===== config.mk =====
export PLATFORM = sky130hd
export DESIGN_NAME = keypad_scan_ctrl
export DESIGN_NICKNAME = d
export VERILOG_FILES = /design/src/rtl/keypad_pkg.sv /design/src/rtl/keypad_scan_ctrl_key_fifo.sv /design/src/rtl/keypad_scan_ctrl.sv
export SDC_FILE = /design/constraint.sdc
export NUM_CORES = 1
export LEC_CHECK = 0
export CORE_MARGIN = 3
export CORE_UTILIZATION = 42
export CTS_CLUSTER_DIAMETER = 50
export CTS_CLUSTER_SIZE = 25
export DETAILED_ROUTE_END_ITERATION = 7
export PLACE_DENSITY = 0.63
export SLEW_MARGIN = 20
export SYNTH_ARGS = -nofsm -noshare
export SYNTH_HDL_FRONTEND = slang
export SYNTH_SLANG_ARGS = --single-unit

===== constraint.sdc =====
create_clock -name CLK -period 8.1 [get_ports CLK]
set_clock_uncertainty 0.05 [all_clocks]
set_input_delay 2.43 -clock CLK [delete_from_list [all_inputs] [get_ports CLK]]
set_output_delay 2.43 -clock CLK [all_outputs]
set_load 0.02 [all_outputs]

===== src/rtl/keypad_pkg.sv =====
// Shared types, key constants and the row/column to key-code encoder
// for the 3x4 keypad scan controller.
package keypad_pkg;

  typedef enum logic [1:0] {
    SCAN     = 2'd0,
    DEBOUNCE = 2'd1,
    RELEASE  = 2'd2
  } state_e;

  localparam logic [3:0] KEY_STAR = 4'hA;
  localparam logic [3:0] KEY_HASH = 4'hB;
  localparam logic [3:0] KEY_NONE = 4'h0;

  // One-hot row plus column bits to phone-pad code; the lowest set column wins.
  function automatic logic [3:0] key_encode(input logic [3:0] row, input logic [2:0] col);
    logic [1:0] r;
    logic [1:0] c;
    logic [3:0] code;
    r = row[1] ? 2'd1 : (row[2] ? 2'd2 : (row[3] ? 2'd3 : 2'd0));
    c = col[0] ? 2'd0 : (col[1] ? 2'd1 : 2'd2);
    if (col == 3'b000) begin
      code = KEY_NONE;
    end else if (r == 2'd3) begin
      code = (c == 2'd0) ? KEY_STAR : ((c == 2'd1) ? 4'h0 : KEY_HASH);
    end else begin
      code = ({2'b00, r} * 4'd3) + {2'b00, c} + 4'd1;
    end
    return code;
  endfunction

endpackage


===== src/rtl/keypad_scan_ctrl_key_fifo.sv =====
// Small synchronous FIFO of 4-bit key codes; a pop and a push in the same
// cycle are both honoured even when full, and the head reads KEY_NONE when empty.
module key_fifo
  import keypad_pkg::*;
#(
  parameter int DEPTH = 4
) (
  input  logic       CLK,
  input  logic       RST,
  input  logic       push,
  input  logic       pop,
  input  logic [3:0] din,
  output logic       full,
  output logic       empty,
  output logic [3:0] head
);

  localparam int AW   = (DEPTH > 1) ? $clog2(DEPTH) : 1;
  localparam int CNTW = AW + 1;
  localparam logic [CNTW-1:0] DEPTH_N = CNTW'(DEPTH);
  localparam logic [AW-1:0]   LAST_N  = AW'(DEPTH - 1);

  logic [3:0]      mem_q [DEPTH];
  logic [AW-1:0]   wr_ptr_q, wr_ptr_d, rd_ptr_q, rd_ptr_d;
  logic [CNTW-1:0] count_q, count_d;
  logic            do_pop, do_push;

  assign full  = (count_q == DEPTH_N);
  assign empty = (count_q == {CNTW{1'b0}});
  assign head  = empty ? KEY_NONE : mem_q[rd_ptr_q];

  // Pointer and occupancy next-state.
  always_comb begin
    do_pop   = pop & ~empty;
    do_push  = push & (~full | do_pop);
    wr_ptr_d = wr_ptr_q;
    rd_ptr_d = rd_ptr_q;
    count_d  = count_q;
    if (do_push) begin
      wr_ptr_d = (wr_ptr_q == LAST_N) ? {AW{1'b0}} : wr_ptr_q + AW'(1);
    end else begin
      wr_ptr_d = wr_ptr_q;
    end
    if (do_pop) begin
      rd_ptr_d = (rd_ptr_q == LAST_N) ? {AW{1'b0}} : rd_ptr_q + AW'(1);
    end else begin
      rd_ptr_d = rd_ptr_q;
    end
    case ({do_push, do_pop})
      2'b10:   count_d = count_q + CNTW'(1);
      2'b01:   count_d = count_q - CNTW'(1);
      default: count_d = count_q;
    endcase
  end

  // Pointer and occupancy registers.
  always_ff @(posedge CLK) begin
    if (RST) begin
      wr_ptr_q <= {AW{1'b0}};
      rd_ptr_q <= {AW{1'b0}};
      count_q  <= {CNTW{1'b0}};
    end else begin
      wr_ptr_q <= wr_ptr_d;
      rd_ptr_q <= rd_ptr_d;
      count_q  <= count_d;
    end
  end

  // Storage array; contents are never visible while empty, so no reset.
  always_ff @(posedge CLK) begin
    if (do_push) begin
      mem_q[wr_ptr_q] <= din;
    end
  end

endmodule


===== src/rtl/keypad_scan_ctrl.sv =====
// Keypad row scanner with column debounce, key-code FIFO, overflow flag and
// a fixed-length interrupt pulse for each accepted key.
module keypad_scan_ctrl #(
  parameter int SCAN_DIV = 100000,
  parameter int DEBOUNCE = 4,
  parameter int DEPTH    = 4,
  parameter int INTR_LEN = 2
) (
  input  logic       CLK,
  input  logic       RST,
  input  logic [2:0] COL,
  input  logic       KEY_RD,
  input  logic       OVF_CLR,
  output logic [3:0] ROW,
  output logic [3:0] KEY_CODE,
  output logic       KEY_VALID,
  output logic       INTR,
  output logic       OVF
);

  import keypad_pkg::state_e;
  import keypad_pkg::key_encode;

  localparam int DW = (SCAN_DIV > 1) ? $clog2(SCAN_DIV) : 1;
  localparam int CW = $clog2(DEBOUNCE + 1);
  localparam int IW = $clog2(INTR_LEN + 1);
  localparam logic [DW-1:0] DIV_LAST = DW'(SCAN_DIV - 1);
  localparam logic [CW-1:0] DEB_N    = CW'(DEBOUNCE);
  localparam logic [IW-1:0] INTR_N   = IW'(INTR_LEN);

  state_e        state_q, state_d;
  logic [DW-1:0] div_q, div_d;
  logic [2:0]    col_meta_q, scol_q;
  logic [3:0]    row_q, row_d, row_rot;
  logic [3:0]    cand_q, cand_d, scode;
  logic [CW-1:0] cnt_q, cnt_d;
  logic [IW-1:0] intr_cnt_q, intr_cnt_d;
  logic          intr_q, intr_d, ovf_q, ovf_d;
  logic          tick, same_key, push, drop;
  logic          fifo_full, fifo_empty;

  // Prescaler, scan/debounce FSM, interrupt counter and overflow flag.
  always_comb begin
    tick     = (div_q == DIV_LAST);
    div_d    = tick ? {DW{1'b0}} : div_q + DW'(1);
    scode    = key_encode(row_q, scol_q);
    same_key = (scol_q != 3'b000) && (scode == cand_q);
    row_rot  = {row_q[2:0], row_q[3]};
    state_d  = state_q;
    row_d    = row_q;
    cand_d   = cand_q;
    cnt_d    = cnt_q;
    push     = 1'b0;
    if (tick) begin
      case (state_q)
        keypad_pkg::SCAN: begin
          if (scol_q == 3'b000) begin
            row_d = row_rot;
          end else begin
            cand_d = scode;
            if (DEB_N == CW'(1)) begin
              push    = 1'b1;
              state_d = keypad_pkg::RELEASE;
              cnt_d   = {CW{1'b0}};
            end else begin
              state_d = keypad_pkg::DEBOUNCE;
              cnt_d   = CW'(1);
            end
          end
        end
        keypad_pkg::DEBOUNCE: begin
          if (same_key && (cnt_q + CW'(1) == DEB_N)) begin
            push    = 1'b1;
            state_d = keypad_pkg::RELEASE;
            cnt_d   = {CW{1'b0}};
          end else if (same_key) begin
            cnt_d = cnt_q + CW'(1);
          end else begin
            state_d = keypad_pkg::SCAN;
            row_d   = row_rot;
            cnt_d   = {CW{1'b0}};
          end
        end
        keypad_pkg::RELEASE: begin
          if ((scol_q == 3'b000) && (cnt_q + CW'(1) == DEB_N)) begin
            state_d = keypad_pkg::SCAN;
            row_d   = row_rot;
            cnt_d   = {CW{1'b0}};
          end else if (scol_q == 3'b000) begin
            cnt_d = cnt_q + CW'(1);
          end else begin
            cnt_d = {CW{1'b0}};
          end
        end
        default: begin
          state_d = keypad_pkg::SCAN;
          row_d   = 4'b0001;
          cnt_d   = {CW{1'b0}};
        end
      endcase
    end else begin
      push = 1'b0;
    end

    // A full FIFO still accepts a push when the MCU pops in the same cycle.
    drop = push & fifo_full & ~KEY_RD;
    if (push && !drop) begin
      intr_cnt_d = INTR_N;
    end else if (intr_cnt_q != {IW{1'b0}}) begin
      intr_cnt_d = intr_cnt_q - IW'(1);
    end else begin
      intr_cnt_d = intr_cnt_q;
    end
    intr_d = (intr_cnt_d != {IW{1'b0}});
    if (drop) begin
      ovf_d = 1'b1;
    end else if (OVF_CLR) begin
      ovf_d = 1'b0;
    end else begin
      ovf_d = ovf_q;
    end
  end

  // All controller state, including the two-flop column synchronizer.
  always_ff @(posedge CLK) begin
    if (RST) begin
      state_q    <= keypad_pkg::SCAN;
      div_q      <= {DW{1'b0}};
      col_meta_q <= 3'b000;
      scol_q     <= 3'b000;
      row_q      <= 4'b0001;
      cand_q     <= 4'h0;
      cnt_q      <= {CW{1'b0}};
      intr_cnt_q <= {IW{1'b0}};
      intr_q     <= 1'b0;
      ovf_q      <= 1'b0;
    end else begin
      state_q    <= state_d;
      div_q      <= div_d;
      col_meta_q <= COL;
      scol_q     <= col_meta_q;
      row_q      <= row_d;
      cand_q     <= cand_d;
      cnt_q      <= cnt_d;
      intr_cnt_q <= intr_cnt_d;
      intr_q     <= intr_d;
      ovf_q      <= ovf_d;
    end
  end

  key_fifo #(
    .DEPTH(DEPTH)
  ) u_fifo (
    .CLK  (CLK),
    .RST  (RST),
    .push (push & ~drop),
    .pop  (KEY_RD),
    .din  (cand_d),
    .full (fifo_full),
    .empty(fifo_empty),
    .head (KEY_CODE)
  );

  assign ROW       = row_q;
  assign KEY_VALID = ~fifo_empty;
  assign INTR      = intr_q;
  assign OVF       = ovf_q;

endmodule


==> impl_metrics.sql <==
INSERT INTO impl_metrics (metric_group, metric, value, unit) VALUES
('synthesis', 'post_synth_most_frequent_cells', 'sky130_fd_sc_hd__dfxtp_1 (49), sky130_fd_sc_hd__nor2_1 (40), sky130_fd_sc_hd__nand2_1 (22)', ''),
('run', 'count_of_max_cap_constraint_violations', '0', ''),
('global_route', 'grt_max_degree', '25', ''),
('clocking', 'clock_sinks', '65', ''),
('worst_setup_path', 'worst_setup_path_start_kind', 'input pin', ''),
('global_route', 'grt.overflow.total', '0', ''),
('worst_setup_path', 'timing.reg2reg.setup_slack', '3710', 'ps'),
('finish', 'multiInputGateArea', '1615', 'sq um'),
('worst_setup_path', 'rr_worst_depth', '15', ''),
('drt', 'drcViolationCount', '0', ''),
('global_route', 'grt_first_pass_wirelength', '10090', 'um'),
('sta', 'rsz0062_at_grt', 'false', ''),
('finish', 'drive_gt1_share', '9.593', '%'),
('floorplanning', 'horizontal_extent_of_the_die', '93.02', 'um'),
('synthesis', 'post_synth_num_cell_types', '52', ''),
('finish', 'final-seq-area', '1461', 'sq um'),
('sta', 'tightest_slew_margin_relative_to_the_limit', '58.04', '%'),
('clocking', 'worst_setup_hold_path_clk_slew', '70', 'ps'),
('worst_setup_path', 'reg2reg_from', 'ROW[2]$_SDFFE_PP0P_', ''),
('clocking', 'cts_setup_buffers', '0', ''),
('clocking', 'cts.htree.levels', '3', ''),
('finish', 'finalNonFillerCells', '443', ''),
('floorplanning', 'dieArea', '8653', 'sq um'),
('synthesis', 'yosysSeqAreaShare', '45.95', '%'),
('sta', 'part_of_the_cycle_the_worst_path_needs', '60.73', '%'),
('worst_setup_path', 'critPathKind', 'in2reg', ''),
('global_route', 'grt_pass1_vias', '2224', ''),
('worst_hold_path', 'hold_path.startpoint', 'intr_cnt_q[0]$_SDFF_PP0_', ''),
('synthesis', 'ys_top_cells_by_area', 'sky130_fd_sc_hd__dfxtp_1 (31%), sky130_fd_sc_hd__edfxtp_1 (15%), sky130_fd_sc_hd__ha_1 (5.1%)', ''),
('synthesis', 'synth_area', '3181', 'sq um'),
('synthesis', 'yosysTopAreaCell', 'sky130_fd_sc_hd__dfxtp_1', ''),
('drt', 'drt_first_iter_violations', '106', ''),
('worst_setup_path', 'worstSetupEndpointType', 'register', ''),
('synthesis', 'yosysWarningCount', '0', ''),
('power', 'power_density_over_the_cells', '166.5', 'nW/um^2'),
('floorplanning', 'floorplan.initialDensity', '43.62', '%'),
('synthesis', 'synth_edf_count', '16', ''),
('worst_setup_path', 'path_max_fanout', '8', ''),
('sta', 'setup-tns-final', '0', 'ps'),
('worst_hold_path', 'timing.hold.worst_endpoint', 'intr_cnt_q[0]$_SDFF_PP0_', ''),
('drt', 'detailedRoute.firstPassIterationCount', '4', ''),
('sta', 'final-hold-violation-count', '0', ''),
('synthesis', 'synth_cells', '319', ''),
('finish', 'fillers', '707', ''),
('floorplanning', 'floorplan.rows', '31', ''),
('drt', 'avgViaCountPerCell', '5.108', ''),
('placed_design', 'hpwl', '4031', 'um'),
('global_route', 'antenna_found_initial', '0', ''),
('clocking', 'root_buffer', 'sky130_fd_sc_hd__clkbuf_8', ''),
('worst_setup_path', 'arrival', '5150', 'ps'),
('clocking', 'post_cts.resized_instances', '0', ''),
('clocking', 'cts_tree', 'built', ''),
('synthesis', 'synth_seq_cells', '65', ''),
('drt', 'detailroute.via_count', '2263', ''),
('worst_setup_path', 'critPathRequiredTime', '8330', 'ps'),
('clocking', 'cts-hold-fix-buffers', '0', ''),
('synthesis', 'synth_fp_nets', '342', ''),
('power', 'p_leak', '1.332', 'nW'),
('finish', 'diode_count', '0', ''),
('synthesis', 'ys.flop_type', 'sky130_fd_sc_hd__dfxtp_1', ''),
('synthesis', 'post-synth-top-area-fraction', '30.84', '%'),
('drt', 'detail_route.wl_per_cell', '12.72', 'um'),
('worst_setup_path', 'regToRegEndpoint', 'u_fifo.count_q[2]$_SDFFE_PP0P_', ''),
('sta', 'setup_viol', '0', ''),
('power', 'ir_worst_vdd', '0.07920', 'mV'),
('synthesis', 'synth_area_per_cell', '9.970', 'sq um'),
('drt', 'antenna_left', '0', ''),
('clocking', 'worstSkewPairLatency', '350', 'ps'),
('floorplanning', 'die_height', '93.02', 'um'),
('sta', 'drv_slew', '0', ''),
('status', 'run_status', 'complete, no violations', '');
==> final cells by class <==
cell class / instances / area share [%]
Clock inverter: 7 / 1.485
Sequential cell: 65 / 40.33
Clock buffer: 9 / 3.419
Timing Repair Buffer: 18 / 4.903
Tap cell: 99 / 3.419
Multi-Input combinational cell: 227 / 44.58
Inverter: 18 / 1.865
==> state kept, by name (all words and copies together), names as in the netlist, 3 cells and up, named ones only <==
name,cells
ROW,4
cand_q,4
cnt_q,3
col_meta_q,3
div_q,17
scol_q,3
u_fifo.count_q,3
u_fifo.mem_q,16
==> critical path, cell delays in order <==
cell and delay (ps):
sky130_fd_sc_hd__clkdlybuf4s50_1 420, sky130_fd_sc_hd__or4b_2 660, sky130_fd_sc_hd__nand2_1 130, sky130_fd_sc_hd__nor4_1 70, sky130_fd_sc_hd__nand4_2 180, sky130_fd_sc_hd__ha_1 210, sky130_fd_sc_hd__inv_1 60, sky130_fd_sc_hd__fa_1 380
sky130_fd_sc_hd__xor2_1 160, sky130_fd_sc_hd__or3_1 320, sky130_fd_sc_hd__a21oi_1 140
==> worst max path at each step <==
stage                start  depth (start not counted)                             end  slack (ps)
CTS                 KEY_RD                         11  u_fifo.count_q[2]$_SDFFE_PP0P_        3200
floorplan           KEY_RD                         10  u_fifo.count_q[2]$_SDFFE_PP0P_        3460
global placement    KEY_RD                         11  u_fifo.count_q[2]$_SDFFE_PP0P_        2940
finish              KEY_RD                         11  u_fifo.count_q[2]$_SDFFE_PP0P_        3180
global route        KEY_RD                         11  u_fifo.count_q[2]$_SDFFE_PP0P_        3050
detailed placement  KEY_RD                         11  u_fifo.count_q[2]$_SDFFE_PP0P_        2840
==> routing by layer <==
| metal | vias to the layer above | wire [um] | share of wire, % | track usage [%] |
|---|---|---|---|---|
| li1 | 1161 | - | - | - |
| met1 | 1062 | 2718 | 48 | 18.91 |
| met2 | 27 | 2574 | 46 | 22.26 |
| met3 | 13 | 190 | 3.4 | 3.862 |
| met4 | 0 | 150 | 2.7 | 8.913 |
| met5 | - | 0 | 0 | 0 |
==> cells by family (layout without fill, tap and decap cells) <==
logic type	count (synthesis)	count (layout)	synth area share (%)
xor+xnor	19	19	5.468
simple gates	145	145	25.22
compound gates	32	32	6.491
fa+ha+maj	16	16	7.003
mux	15	15	6.609
buf+inv	27	52	3.265
flops	65	65	45.95
==> where the power goes <==
part	switching [mW]	total (mW)	internal (mW)
registers	0.00208	0.335	0.333
clock network	0.135	0.248	0.113
logic	0.0119	0.0209	0.00902
total	0.149	0.603	0.455
==> placed cells by master, fill, tap and decap left out, types with 4 or more instances in the layout <==
| cell type | synthesis | final |
|---|---|---|
| sky130_fd_sc_hd__edfxtp_1 | 16 | 16 |
| sky130_fd_sc_hd__mux4_2 | 4 | 4 |
| sky130_fd_sc_hd__xnor2_1 | 7 | 7 |
| sky130_fd_sc_hd__dfxtp_1 | 49 | 49 |
| sky130_fd_sc_hd__and3_1 | 5 | 5 |
| sky130_fd_sc_hd__a21oi_1 | 15 | 15 |
| sky130_fd_sc_hd__o21ai_0 | 4 | 4 |
| sky130_fd_sc_hd__clkdlybuf4s50_1 | 0 | 17 |
| sky130_fd_sc_hd__nor3_1 | 9 | 9 |
| sky130_fd_sc_hd__nor4_1 | 4 | 4 |
| sky130_fd_sc_hd__nor2_1 | 40 | 40 |
| sky130_fd_sc_hd__clkbuf_8 | 0 | 9 |
| sky130_fd_sc_hd__nand4_1 | 10 | 10 |
| sky130_fd_sc_hd__ha_1 | 13 | 13 |
| sky130_fd_sc_hd__mux2i_1 | 6 | 6 |
| sky130_fd_sc_hd__inv_1 | 18 | 18 |
| sky130_fd_sc_hd__xor2_1 | 11 | 11 |
| sky130_fd_sc_hd__and2_1 | 8 | 8 |
| sky130_fd_sc_hd__nand3_1 | 9 | 9 |
| sky130_fd_sc_hd__nand2b_1 | 4 | 4 |
| sky130_fd_sc_hd__nand2_1 | 22 | 22 |
| sky130_fd_sc_hd__nor2b_1 | 13 | 13 |
==> stage by stage <==
stage	hold slack [ps]	utilization [%]	power, mW	area (sq um)	worst slack, ps
finish	375.4	49.69	0.6035	3623	3181
detailed placement	366.9	47.25	0.3636	3446	2842
global placement	359.0	47.25	0.3634	3446	2938
global route	385.0	49.69	0.6287	3623	3050
CTS	377.4	49.69	0.6122	3623	3199
floorplan	350.8	-	0.3564	3181	3457
No activity file was read; power rests on OpenSTA's default activity.
==> variant 1, RTL diff (same settings) <==
The parameter `SCAN_DIV` goes from 100000 to 25000.
--- a/src/rtl/keypad_scan_ctrl.sv
+++ b/src/rtl/keypad_scan_ctrl.sv
@@ -1,7 +1,7 @@
 // Keypad row scanner with column debounce, key-code FIFO, overflow flag and
 // a fixed-length interrupt pulse for each accepted key.
 module keypad_scan_ctrl #(
-  parameter int SCAN_DIV = 100000,
+  parameter int SCAN_DIV = 25000,
   parameter int DEBOUNCE = 4,
   parameter int DEPTH    = 4,
   parameter int INTR_LEN = 2
Check against the original RTL: same outputs for any inputs over 10 cycles, from zero or initial values and one cycle with RST high; that may be too few to reach the edited logic, so the function may still have changed.
==> variant 1 against the original RTL <==
First-iteration DRC count shrank 16%. Worst hold slack lost 0.0057 ns. Worst setup slack lost 0.090 ns. Area after synthesis shrank 4.3%. Design area shrank 4.1%. Synthesized cell count shrank 6.9%. Routed wire length shrank 8.7%. Largest cell class unchanged. Global-route usage shrank 0.83 points. Clock power shrank 4%. Sequential cell count shrank 2. Combinational power shrank 13%. Power shrank 3.9%.
==> variant 1: results (changes against the original RTL) <==
- Core area: 6910 um^2 (was 7290 um^2)
- Leak: 1.32 nW (was 1.33 nW)
- Status: finished, final reports clean (unchanged)
- Post-synth EDFFs: 16 (unchanged)
- Sequential power share: 0.561 (was 0.555)
- Kind of cell adding the most delay to the critical path: simple AND/OR/NAND/NOR gates (unchanged)
- Initial antenna violation count: 0 (unchanged)
- Final nets: 341 (was 362)
- FF-to-FF End: u_fifo.count_q[2] (unchanged)
- Reg2Reg Setup Slack: 4.02 ns (was 3.71 ns)
- # diodes: 0 (unchanged)
- Top post-synthesis cells by area: dfxtp_1 31%, edfxtp_1 16%, ha_1 5.3% (was dfxtp_1 31%, edfxtp_1 15%, ha_1 5.1%)
- Sequential element share of the synthesized area: 0.467 (was 0.459)
- Worst R2R Path Depth: 16 (was 15)
- WL final: 5150 um (was 5630 um)
- Root buffer cell: clkbuf_8 (unchanged)
- Vias/cell: 5.03 (was 5.11)
- Worst Hold Class: reg2reg (unchanged)
- Fraction of layout cells with a size suffix above 1: 0.111 (was 0.0959)
- Post-DP Area: 3300 um^2 (was 3450 um^2)
- Tot GR Track Use: 0.139 (was 0.148)
- CTS max path bufs: 2 (unchanged)
- HPWL Detailed: 3690 um (was 4030 um)
- Worst-Skew Late Latency: 0.34 ns
- Post-place setup slack: 2.75 ns (was 2.84 ns)
- VDD IR max: 0.0000788 V (was 0.0000792 V)
- Syn Area/Cell: 10.2 um^2 (was 9.97 um^2)
- Gpl congestion: 0.779 (was 0.790)
- Worst Tran Pin Value: 0.719 ns (was 0.625 ns)
- Vias in the first global route: 2021 (was 2224)
- Critical R2R Launch: ROW[2] (unchanged)
- CP arrival: 5.24 ns (was 5.15 ns)
- Synth Flop Type: dfxtp_1 (unchanged)
- Pre-Repair DR Iteration Count: 4 (unchanged)
- Num CTS Buffers: 9 (unchanged)
- Dpl cells: 403 (was 427)
- CP max stage delay: 0.66 ns (about the same)
- CP Max Fanout: 6 (was 8)
- I/O Buffers: 17 (unchanged)
- Remaining DRCs: 0 (unchanged)
- Switching Share: 0.237 (was 0.246)
- Post-CTS Setup Bufs: 0 (unchanged)
- Biggest regs: u_fifo.mem_q x16, div_q x15 (was div_q x17, u_fifo.mem_q x16)
- Htree depth: 3 (unchanged)
- Total nets after synthesis: 320 (was 342)
- Synth warnings: 0 (unchanged)
- Worst hold start: intr_cnt_q[0] (unchanged)
- Largest net degree at the start of global routing: 35 (was 25)
- End of the worst hold path: intr_cnt_q[0] (unchanged)
- Commonest cells in the netlist: 47 x dfxtp_1, 31 x nor2_1, 20 x nand2_1, 16 x edfxtp_1, 15 x inv_1 (was 49 x dfxtp_1, 40 x nor2_1, 22 x nand2_1, 18 x inv_1, 16 x edfxtp_1)
- Wire per inst: 12.3 um (was 12.7 um)
- First-pass GRT wire length: 9270 um (was 10100 um)
- Library cells used by synthesis: 54 (was 52)
- Initial drt markers: 89 (was 106)
- Final hold slack: 0.370 ns (was 0.375 ns)
-- variant 1: how the worst max path moves through the flow --
stage / endpoint / slack (ns) / cells past startpoint / from
floorplan: u_fifo.count_q[2] / 3.33 / 10 / KEY_RD
global placement: u_fifo.count_q[2] / 2.83 / 11 / KEY_RD
detailed placement: u_fifo.count_q[2] / 2.75 / 11 / KEY_RD
CTS: u_fifo.count_q[2] / 3.11 / 11 / KEY_RD
global route: u_fifo.count_q[2] / 2.98 / 11 / KEY_RD
finish: u_fifo.count_q[2] / 3.09 / 11 / KEY_RD
-- variant 1: routing by layer --
metal,GRT usage,wire length [um],vias up
li1,-,-,1088
met2,0.208,2320,39
met4,0.0666,88,0
met3,0.0505,220,7
met5,0,0,-
met1,0.178,2520,974
-- variant 1: area by class of cell --
cell class	count	area, um^2
fill	672	3430
multi-input combinational	210	1520
sequential	63	1420
timing repair buffer	18	178
clock buffer	9	124
tap	96	120
inverter	16	60.1
clock inverter	7	50.0
-- variant 1: kinds of logic (layout without fill, tap and decap cells) --
logic type / after synthesis / count (layout) / share of synthesized area
simple gates: 136 / 136 / 0.262
flops: 63 / 63 / 0.467
compound gates: 29 / 29 / 0.0580
buf+inv: 24 / 50 / 0.0325
fa+ha+maj: 16 / 16 / 0.0732
xor+xnor: 16 / 16 / 0.0461
mux: 13 / 13 / 0.0617
-- variant 1: power groups by stage --
stage	logic, W	clock network, W	registers (W)
after floorplan	0.0000123	0	0.000332
after global placement	0.0000181	0	0.000332
after detailed placement	0.0000185	0	0.000332
after CTS	0.0000185	0.000246	0.000325
after global routing	0.0000208	0.000262	0.000325
final	0.0000181	0.000237	0.000325
==> variant 2, RTL diff (same settings) <==
Made on the original files. Put one more register stage on the output `OVF`, without a reset. The value now appears one clock later. The other outputs are not delayed to match.
--- a/src/rtl/keypad_scan_ctrl.sv
+++ b/src/rtl/keypad_scan_ctrl.sv
@@ -164,7 +164,9 @@
   assign ROW       = row_q;
   assign KEY_VALID = ~fifo_empty;
   assign INTR      = intr_q;
-  assign OVF       = ovf_q;
+  always_ff @(posedge CLK) begin
+    OVF <= ovf_q;
+  end
 
 endmodule
 
Function: same outputs for any inputs over 10 cycles, from zero or initial values and one cycle with RST high; that may be too few to reach the edited logic, so the function may still have changed.
==> variant 2 against the original RTL <==
Via count increased by 1.5%. Critical endpoint unchanged. Highest routed layer unchanged. Worst setup slack improved by 0.034 ns. Sequential power increased by 1%. Fmax increased by 0.69%. Critical path depth unchanged. Design area increased by 1.7%. Count of clock-buffer cells in the layout unchanged. Routed wire length increased by 1.2%. Power increased by 9.4%. Sequential share of layout area decreased by 0.11 points. Clock power increased by 21%. Area after synthesis increased by 0.63%. Largest cell class unchanged. Sequential cell count increased by 1.
==> variant 2: results (changes against the original RTL) <==
- Final instance area: 3680 um^2 (was 3620 um^2)
- End of the worst hold path: OVF (was intr_cnt_q[0])
- Final nets: 363 (was 362)
- Sequential element share of the synthesized area: 0.463 (was 0.459)
- Final hold slack: 0.304 ns (was 0.375 ns)
- Post-synthesis register bit count: 66 (was 65)
- Pre-Repair DR Iteration Count: 4 (unchanged)
- Multiplexer area fraction after synthesis: 0.0657 (was 0.0661)
- Buffers excl. clock: 18 (unchanged)
- Top post-synthesis cells by area: dfxtp_1 31%, edfxtp_1 15%, ha_1 5.1% (unchanged)
- Status: finished, final reports clean (unchanged)
- Asr flop ratio synth: 0 (unchanged)
- Period utilization: 0.603 (was 0.607)
- CP arrival: 5.11 ns (was 5.15 ns)
- Tap Count: 99 (unchanged)
- CP Max Fanout: 8 (unchanged)
- Dpl cells: 428 (was 427)
- Fraction of area in multi-input gates: 0.439 (was 0.446)
- Vias in the first global route: 2117 (was 2224)
- Tot GR Track Use: 0.146 (was 0.148)
- Post-Synth Adder-Cell Area: 0.0696 (was 0.0700)
- Worst-Skew Late Latency: 0.34 ns
- Final Non-Filler Cells: 444 (was 443)
- Reg2Reg Setup Slack: 3.76 ns (was 3.71 ns)
- Library cells used by synthesis: 52 (unchanged)
- Post-place setup slack: 2.87 ns (was 2.84 ns)
- Fraction of layout cells with a size suffix above 1: 0.0986 (was 0.0959)
- Largest net degree at the start of global routing: 25 (unchanged)
- # diodes: 0 (unchanged)
- Htree depth: 3 (unchanged)
- Gpl congestion: 0.802 (was 0.790)
- First-pass GRT wire length: 10000 um (was 10100 um)
- Wire per inst: 12.8 um (was 12.7 um)
- Fill count: 666 (was 707)
- Non-clock buffers, area share: 0.0482 (was 0.0490)
- Synth Area in Compound Gates: 0.0645 (was 0.0649)
- Leak: 1.36 nW (was 1.33 nW)
- Post-CTS Setup Bufs: 0 (unchanged)
- I/O Buffers: 17 (unchanged)
- Commonest cells in the netlist: 50 x dfxtp_1, 40 x nor2_1, 22 x nand2_1, 18 x inv_1, 16 x edfxtp_1 (was 49 x dfxtp_1, 40 x nor2_1, 22 x nand2_1, 18 x inv_1, 16 x edfxtp_1)
- Initial drt markers: 76 (was 106)
- Sequential share of cell area: 0.402 (was 0.403)
- Post-DP Area: 3470 um^2 (was 3450 um^2)
- Worst Tran Pin Value: 0.629 ns (was 0.625 ns)
- Xor/xnor share of the synthesized area: 0.0543 (was 0.0547)
- FF-to-FF End: u_fifo.count_q[2] (unchanged)
- Vias/cell: 5.17 (was 5.11)
- Syn Area/Cell: 10.0 um^2 (was 9.97 um^2)
- VDD IR max: 0.0000875 V (was 0.0000792 V)
- Critical R2R Launch: ROW[2] (unchanged)
- Inverter count: 18 (unchanged)
- HPWL Detailed: 4040 um (was 4030 um)
- Total nets after synthesis: 343 (was 342)
- Hold path cells: 0 (was 1)
- Clk tree area frac: 0.0591 (was 0.0490)
- Worst hold start: ovf_q (was intr_cnt_q[0])
variant 2: changes by cell type in the layout (fill, tap and decap cells not counted), sizes merged:
cell / before / now
bufinv: 0 / 2
dfxtp: 49 / 50
inv: 20 / 18
variant 2: report_power, final:
group,internal (W),switching (W)
Sequential,0.000338,0.00000205
Clock,0.000172,0.000127
Combinational,0.00000889,0.0000121
Total,0.000519,0.000141
variant 2: how the worst max path moves through the flow:
stage	from	endpoint	slack [ns]
global placement	KEY_RD	u_fifo.count_q[2]	2.94
detailed placement	KEY_RD	u_fifo.count_q[2]	2.87
finish	KEY_RD	u_fifo.count_q[2]	3.21
floorplan	KEY_RD	u_fifo.count_q[2]	3.46
CTS	KEY_RD	u_fifo.count_q[2]	3.22
global route	KEY_RD	u_fifo.count_q[2]	3.06
variant 2: routing by layer:
layer,vias up,share of wire,global-route usage,wire [um]
li1,1171,-,-,-
met1,1085,0.49,0.191,2770
met2,32,0.46,0.222,2630
met3,9,0.035,0.0410,200
met4,0,0.017,0.0708,99
met5,-,0,0,0
